## config.mk

```make
export PLATFORM = sky130hd
export DESIGN_NAME = seq_alu
export DESIGN_NICKNAME = d
export VERILOG_FILES = /design/src/rtl/seq_alu.sv
export SDC_FILE = /design/constraint.sdc
export NUM_CORES = 1
export LEC_CHECK = 0
export ABC_AREA = 1
export CORE_MARGIN = 2
export CORE_UTILIZATION = 54
export CTS_BUF_LIST = sky130_fd_sc_hd__clkbuf_16
export DETAILED_ROUTE_END_ITERATION = 8
export PLACE_DENSITY = 0.79
export SLEW_MARGIN = 40
export SYNTH_ARGS = -nofsm -noshare
export SYNTH_HDL_FRONTEND = slang
export SYNTH_SLANG_ARGS = --single-unit
```

## constraint.sdc

```tcl
create_clock -name clk -period 3.7 [get_ports clk]
set_input_delay 0.74 -clock clk [delete_from_list [all_inputs] [get_ports clk]]
set_output_delay 0.74 -clock clk [all_outputs]
set_load 0.02 [all_outputs]
```

## src/rtl/seq_alu.sv

```systemverilog
// Registered multi-cycle ALU behind a start/ready/valid handshake: single-cycle
// arithmetic, logic, compare and shift ops plus iterative multiply and unsigned divide.
module seq_alu #(
    parameter int DATA_WIDTH   = 16,
    parameter int OPCODE_WIDTH = 4,
    parameter int CNT_WIDTH    = $clog2(DATA_WIDTH + 1)
) (
    input  logic                    clk,
    input  logic                    rst,
    input  logic                    start,
    input  logic [OPCODE_WIDTH-1:0] opcode,
    input  logic [DATA_WIDTH-1:0]   op_a,
    input  logic [DATA_WIDTH-1:0]   op_b,
    output logic                    ready,
    output logic                    valid,
    output logic [DATA_WIDTH-1:0]   result,
    output logic [DATA_WIDTH-1:0]   remainder,
    output logic                    equal,
    output logic                    less,
    output logic                    greater,
    output logic                    zero,
    output logic                    carry,
    output logic                    overflow,
    output logic                    div_by_zero
);

    localparam int W = DATA_WIDTH;

    localparam logic [OPCODE_WIDTH-1:0] OP_ADD  = OPCODE_WIDTH'(0);
    localparam logic [OPCODE_WIDTH-1:0] OP_SUB  = OPCODE_WIDTH'(1);
    localparam logic [OPCODE_WIDTH-1:0] OP_MUL  = OPCODE_WIDTH'(2);
    localparam logic [OPCODE_WIDTH-1:0] OP_AND  = OPCODE_WIDTH'(3);
    localparam logic [OPCODE_WIDTH-1:0] OP_OR   = OPCODE_WIDTH'(4);
    localparam logic [OPCODE_WIDTH-1:0] OP_XOR  = OPCODE_WIDTH'(5);
    localparam logic [OPCODE_WIDTH-1:0] OP_NOT  = OPCODE_WIDTH'(6);
    localparam logic [OPCODE_WIDTH-1:0] OP_NEG  = OPCODE_WIDTH'(7);
    localparam logic [OPCODE_WIDTH-1:0] OP_CMP  = OPCODE_WIDTH'(8);
    localparam logic [OPCODE_WIDTH-1:0] OP_CMPS = OPCODE_WIDTH'(9);
    localparam logic [OPCODE_WIDTH-1:0] OP_SHL  = OPCODE_WIDTH'(10);
    localparam logic [OPCODE_WIDTH-1:0] OP_SHR  = OPCODE_WIDTH'(11);
    localparam logic [OPCODE_WIDTH-1:0] OP_SAR  = OPCODE_WIDTH'(12);
    localparam logic [OPCODE_WIDTH-1:0] OP_DIVU = OPCODE_WIDTH'(13);

    typedef enum logic [1:0] {IDLE, MUL_RUN, DIV_RUN, DONE} state_t;

    state_t               state_q, state_d;
    logic [CNT_WIDTH-1:0] cnt_q;
    logic [W-1:0]         work_q;     // multiplier (shifts right) or dividend/quotient (shifts left)
    logic [W-1:0]         divisor_q;
    logic [W-1:0]         rem_q;
    logic [2*W-1:0]       mcand_q;
    logic [2*W-1:0]       prod_q;

    logic                 accept, multi, last_iter;
    logic [W:0]           add_full, sub_full;
    logic [CNT_WIDTH-1:0] shamt;
    logic [W-1:0]         sc_result;
    logic                 sc_carry, sc_ovf, sc_eq, sc_lt, sc_gt, sc_cmp, sc_arith;
    logic [2*W-1:0]       mul_prod_nxt;
    logic [W:0]           div_shift;
    logic [W-1:0]         div_diff, div_rem_nxt, div_quo_nxt;
    logic                 div_ge;

    assign ready     = (state_q == IDLE);
    assign accept    = start && ready;
    assign multi     = (opcode == OP_MUL) || (opcode == OP_DIVU);
    assign last_iter = (cnt_q == '0);
    assign add_full  = {1'b0, op_a} + {1'b0, op_b};
    assign sub_full  = {1'b0, op_a} - {1'b0, op_b};
    assign shamt     = op_b[CNT_WIDTH-1:0];

    // One shift-add step and one restoring-divide step per cycle.
    assign mul_prod_nxt = prod_q + (work_q[0] ? mcand_q : '0);
    assign div_shift    = {rem_q, work_q[W-1]};
    assign div_ge       = div_shift >= {1'b0, divisor_q};
    assign div_diff     = W'(div_shift - {1'b0, divisor_q});
    assign div_rem_nxt  = div_ge ? div_diff : div_shift[W-1:0];
    assign div_quo_nxt  = {work_q[W-2:0], div_ge};

    always_comb begin
        // NOTE: every output of a combinational block gets a default first so no path infers a latch.
        sc_result = '0;
        sc_carry  = 1'b0;
        sc_ovf    = 1'b0;
        sc_eq     = 1'b0;
        sc_lt     = 1'b0;
        sc_gt     = 1'b0;
        sc_cmp    = 1'b0;
        sc_arith  = 1'b1;
        case (opcode)
            OP_ADD: begin
                sc_result = add_full[W-1:0];
                sc_carry  = add_full[W];
                sc_ovf    = (op_a[W-1] == op_b[W-1]) && (add_full[W-1] != op_a[W-1]);
            end
            OP_SUB: begin
                sc_result = sub_full[W-1:0];
                sc_carry  = sub_full[W];
                sc_ovf    = (op_a[W-1] != op_b[W-1]) && (sub_full[W-1] != op_a[W-1]);
            end
            OP_AND: sc_result = op_a & op_b;
            OP_OR:  sc_result = op_a | op_b;
            OP_XOR: sc_result = op_a ^ op_b;
            OP_NOT: sc_result = ~op_a;
            OP_NEG: begin
                sc_result = '0 - op_a;
                sc_carry  = |op_a;
                sc_ovf    = (op_a == {1'b1, {(W-1){1'b0}}});
            end
            OP_CMP, OP_CMPS: begin
                sc_result = sub_full[W-1:0];
                sc_cmp    = 1'b1;
                sc_arith  = 1'b0;
                sc_eq     = (op_a == op_b);
                sc_lt     = (opcode == OP_CMP) ? sub_full[W] : ($signed(op_a) < $signed(op_b));
                sc_gt     = !sc_eq && !sc_lt;
            end
            OP_SHL: sc_result = op_a << shamt;
            OP_SHR: sc_result = op_a >> shamt;
            OP_SAR: sc_result = $signed(op_a) >>> shamt;
            default: sc_arith = 1'b0;
        endcase
    end

    always_comb begin
        state_d = state_q;
        case (state_q)
            IDLE: begin
                if (accept && opcode == OP_MUL) begin
                    state_d = MUL_RUN;
                end else if (accept && opcode == OP_DIVU) begin
                    state_d = (op_b == '0) ? DONE : DIV_RUN;
                end
            end
            MUL_RUN, DIV_RUN: if (last_iter) state_d = DONE;
            DONE:    state_d = IDLE;
            default: state_d = IDLE;
        endcase
    end

    always_ff @(posedge clk or negedge rst) begin
        if (!rst) state_q <= IDLE;
        else      state_q <= state_d;
    end

    // Visible outputs are written only on the edge that also raises valid.
    always_ff @(posedge clk or negedge rst) begin
        if (!rst) begin
            cnt_q       <= '0;
            work_q      <= '0;
            divisor_q   <= '0;
            rem_q       <= '0;
            mcand_q     <= '0;
            prod_q      <= '0;
            valid       <= 1'b0;
            result      <= '0;
            remainder   <= '0;
            equal       <= 1'b0;
            less        <= 1'b0;
            greater     <= 1'b0;
            zero        <= 1'b0;
            carry       <= 1'b0;
            overflow    <= 1'b0;
            div_by_zero <= 1'b0;
        end else begin
            // NOTE: sequential state uses non-blocking assignments so every register samples pre-edge values.
            valid <= 1'b0;
            case (state_q)
                IDLE: if (accept) begin
                    work_q    <= op_a;
                    divisor_q <= op_b;
                    mcand_q   <= {{W{1'b0}}, op_b};
                    prod_q    <= '0;
                    rem_q     <= '0;
                    cnt_q     <= CNT_WIDTH'(W - 1);
                    if (opcode == OP_DIVU && op_b == '0) begin
                        valid       <= 1'b1;
                        result      <= '1;
                        remainder   <= op_a;
                        div_by_zero <= 1'b1;
                        zero        <= 1'b0;
                        carry       <= 1'b0;
                        overflow    <= 1'b0;
                    end else if (!multi) begin
                        valid       <= 1'b1;
                        result      <= sc_result;
                        remainder   <= '0;
                        div_by_zero <= 1'b0;
                        if (sc_arith) begin
                            zero     <= (sc_result == '0);
                            carry    <= sc_carry;
                            overflow <= sc_ovf;
                        end
                        if (sc_cmp) begin
                            equal   <= sc_eq;
                            less    <= sc_lt;
                            greater <= sc_gt;
                        end
                    end
                end
                MUL_RUN: begin
                    prod_q  <= mul_prod_nxt;
                    mcand_q <= mcand_q << 1;
                    work_q  <= work_q >> 1;
                    if (last_iter) begin
                        valid       <= 1'b1;
                        result      <= mul_prod_nxt[W-1:0];
                        remainder   <= '0;
                        zero        <= (mul_prod_nxt[W-1:0] == '0);
                        carry       <= |mul_prod_nxt[2*W-1:W];
                        overflow    <= 1'b0;
                        div_by_zero <= 1'b0;
                    end else begin
                        cnt_q <= cnt_q - CNT_WIDTH'(1);
                    end
                end
                DIV_RUN: begin
                    rem_q  <= div_rem_nxt;
                    work_q <= div_quo_nxt;
                    if (last_iter) begin
                        valid       <= 1'b1;
                        result      <= div_quo_nxt;
                        remainder   <= div_rem_nxt;
                        zero        <= (div_quo_nxt == '0);
                        carry       <= 1'b0;
                        overflow    <= 1'b0;
                        div_by_zero <= 1'b0;
                    end else begin
                        cnt_q <= cnt_q - CNT_WIDTH'(1);
                    end
                end
                default: ;
            endcase
        end
    end

endmodule

```

==> impl_metrics.ini <==
[global_route]
overflow = 0
grt_usage_pct = 41.51
grt_pass1_vias = 16992
grt_pass1_wl_um = 96210
grt_max_degree = 80
antenna_found_initial = 0

[route]
firstDrtPassIters = 6
ant_nets = 0
routed_wl_um = 63440
wl_per_cell_um = 21.32
num_vias = 18168
via_per_inst = 6.105
drt_iter0_drc = 2629
drc = 0

[timing]
finalClockSkew_ns = 0.009669
grt_setup_unrepaired = no
tightestPinTransition_ns = 0.8256
fin_crit_ns = 3.267
clock.fmax_mhz = 306.1
finalHoldViolCount = 0
fin_tns_setup_ns = 0
maxSlewViolCount = 0
max-slew-margin-rel_pct = 44.90
period_share_pct = 88.28
setup_viol = 0

[clocking]
numCtsBuffers = 17
cts.sinks = 159
max-clock-path-buffers = 2
worstSkewPairLatency_ns = 0.44
htree_levels = 4
cts-root-buf = clkbuf_16
cts.reportedPaths.clkPinSlew_ns = 0.07
ctsResizeCount = 0
tritoncts = built
postCtsSetupBuffers = 0
cts_hold_buf = 0

[power]
power_density_nw_per_um2 = 704.2
p_leak_uw = 0.008980
vdd_drop_max_mv = 0.3660

[setup_path]
r2r-start = state_q[1]
critPathArrivalTime_ns = 3.58
cpMostUsedCell = nand2_1
r2r_cells = 6
criticalPathCategory = input pin to flop
crit_buf_inv = 4
crit_fanout = 7
start_kind = input pin
cp-end-kind = flop
worst_path_max_delay_cell = clkdlybuf4s50_1
path_cells = clkdlybuf4s50_1, inv_1, ha_1, inv_2, nand2_1, nor3_2, nand2_1, nand2_1, nand3_1, nand2_1, nand2_1, nand3_1, nand2_1, o21ai_0, buf_4, a31oi_1
regToRegSetupSlack_ns = 0.50
critPathMaxStageDelay_ns = 0.55
timing.rr.end = prod_q[28]
cp_top_family = buffers and inverters
cp.required_ns = 4.01

[run_status]
status = finished clean

[cells_and_area]
num-nets-final = 2733
insertedDiodeCount = 0
layout-drive-gt1-share_pct = 9.045
utilization_pct = 63.85
final_common_cell = nand2_1
fin_area_um2 = 17840
final_cell_mix = nand2_1, inv_1, nand3_1
syn_to_final_growth_pct = 15.94
fill_cells = 2646

[placed_design]
place_area_um2 = 17270
io_buffers = 79
dp_hpwl_um = 51290
finalWeightedCongestion = 1.069

[yosys]
avgSynthCellArea_um2 = 6.307
ys_seq_elements = 159
synth-edff-count = 0
ys_async_sr_fraction_pct = 100.0
syn_inst = 2439
synth_ff_type = dfrtp_1
synth_cell_types = 57
yosys_warnings = 0
synthesis.area_um2 = 15380
syn_nets = 2587
synth_seq_area_share_pct = 25.86

[die]
coreArea_um2 = 27930
die_height_um = 172.8
io_pins = 80
die-area_um2 = 29850
start_util_pct = 55.07
die_x_um = 172.8
num_rows = 61

[run]
drv_cap = 0

[worst_hold_path]
hp-class = input pin to asynchronous set/reset pin
-- worst max-delay path by stage --
| stage | start | endpoint | slack [ns] | cells after the start |
|---|---|---|---|---|
| detailed placement | op_b[5] | result[15] | 0.10 | 16 |
| finish | op_b[5] | result[15] | 0.43 | 16 |
| global route | op_b[5] | zero | 0.23 | 19 |
| global placement | op_b[5] | result[15] | 0.11 | 16 |
| floorplan | op_b[2] | zero | 0.99 | 19 |
| CTS | op_a[8] | zero | 0.54 | 17 |
-- through the flow --
stage | setup WS [ns] | hold WS [ns] | power, µW | cells
after CTS | 0.5433 | 0.3915 | 12290 | 2976
after floorplan | 0.9928 | 0.4444 | 7876 | 2439
after global routing | 0.2349 | 0.4091 | 13320 | 2976
after detailed placement | 0.1011 | 0.4719 | 10500 | 2944
after global placement | 0.1080 | 0.4637 | 10320 | 2944
final | 0.4335 | 0.3274 | 12560 | 2976
-- worst register-to-register path, delay by kind of cell, from the launching register on --
kind,cells,cell delay [ns]
adder cells (fa/ha/maj),1,0.54
AO/OA/AOI/OAI,1,0.41
flip-flops,1,0.40
AND/OR/NAND/NOR,1,0.53
buffers and inverters,3,1.22
-- kinds of logic after synthesis --
kind of cell	count (synthesis)	share of synthesized area, %
compound gates	448	16.69
fa+ha+maj	109	9.061
flops	159	25.86
buf+inv	401	10.52
simple gates	1299	36.54
mux	1	0.06507
xor+xnor	22	1.253
-- report_power, final --
group,internal (µW),switching (µW),total [µW]
clock network,935,795,1730
logic,2690,5100,7790
registers,2440,597,3040
-- area by class of cell --
| type | count | area [µm²] | share of cell area [%] |
|---|---|---|---|
| clock inverters | 15 | 136.4 | 0.7646 |
| multi-input cells | 1879 | 9789 | 54.89 |
| inverters | 319 | 1200 | 6.727 |
| flip-flops and latches | 159 | 3979 | 22.31 |
| repair buffers | 209 | 1833 | 10.28 |
| clock buffers | 17 | 425.4 | 2.385 |
| well taps | 378 | 473.0 | 2.652 |
-- cell usage after synthesis, types with 6 or more instances --
cell	count	area (µm²)
a21o_1	6	45.04
a21oi_1	118	590.6
a221oi_1	6	52.55
a22o_1	11	96.34
a31oi_1	13	81.33
buf_2	26	130.1
buf_4	10	75.07
clkbuf_1	36	135.1
dfrtp_1	159	3979
ha_1	105	1314
inv_1	292	1096
inv_2	22	82.58
nand2_1	654	2455
nand2_2	12	75.07
nand3_1	257	1286
nand3b_1	11	82.58
nand4_1	54	337.8
nor2_1	238	893.4
nor2_2	9	56.30
nor3_1	30	150.1
o211ai_1	22	165.2
o21ai_0	155	775.7
o21ai_1	37	185.2
o21bai_1	8	60.06
o22a_1	8	70.07
o22ai_1	40	250.2
or2_2	8	50.05
xnor2_1	12	105.1
xor2_1	10	87.58
-- per-layer routing --
| layer | track usage, % | up-vias | share of wire (%) |
|---|---|---|---|
| li1 | - | 8393 | - |
| met1 | 52.87 | 8409 | 39 |
| met2 | 64.49 | 1122 | 43 |
| met3 | 7.322 | 244 | 10 |
| met4 | 28.21 | 0 | 8.1 |
| met5 | 0 | - | 0 |
-- flip-flops by register name, summed over array words and instances, names as in the netlist, 2 cells and up --
register / flops
state_q: 2
result: 16
mcand_q: 32
rem_q: 16
divisor_q: 16
prod_q: 32
work_q: 16
remainder: 16
cnt_q: 5
Power figures use the tool's default switching activity.
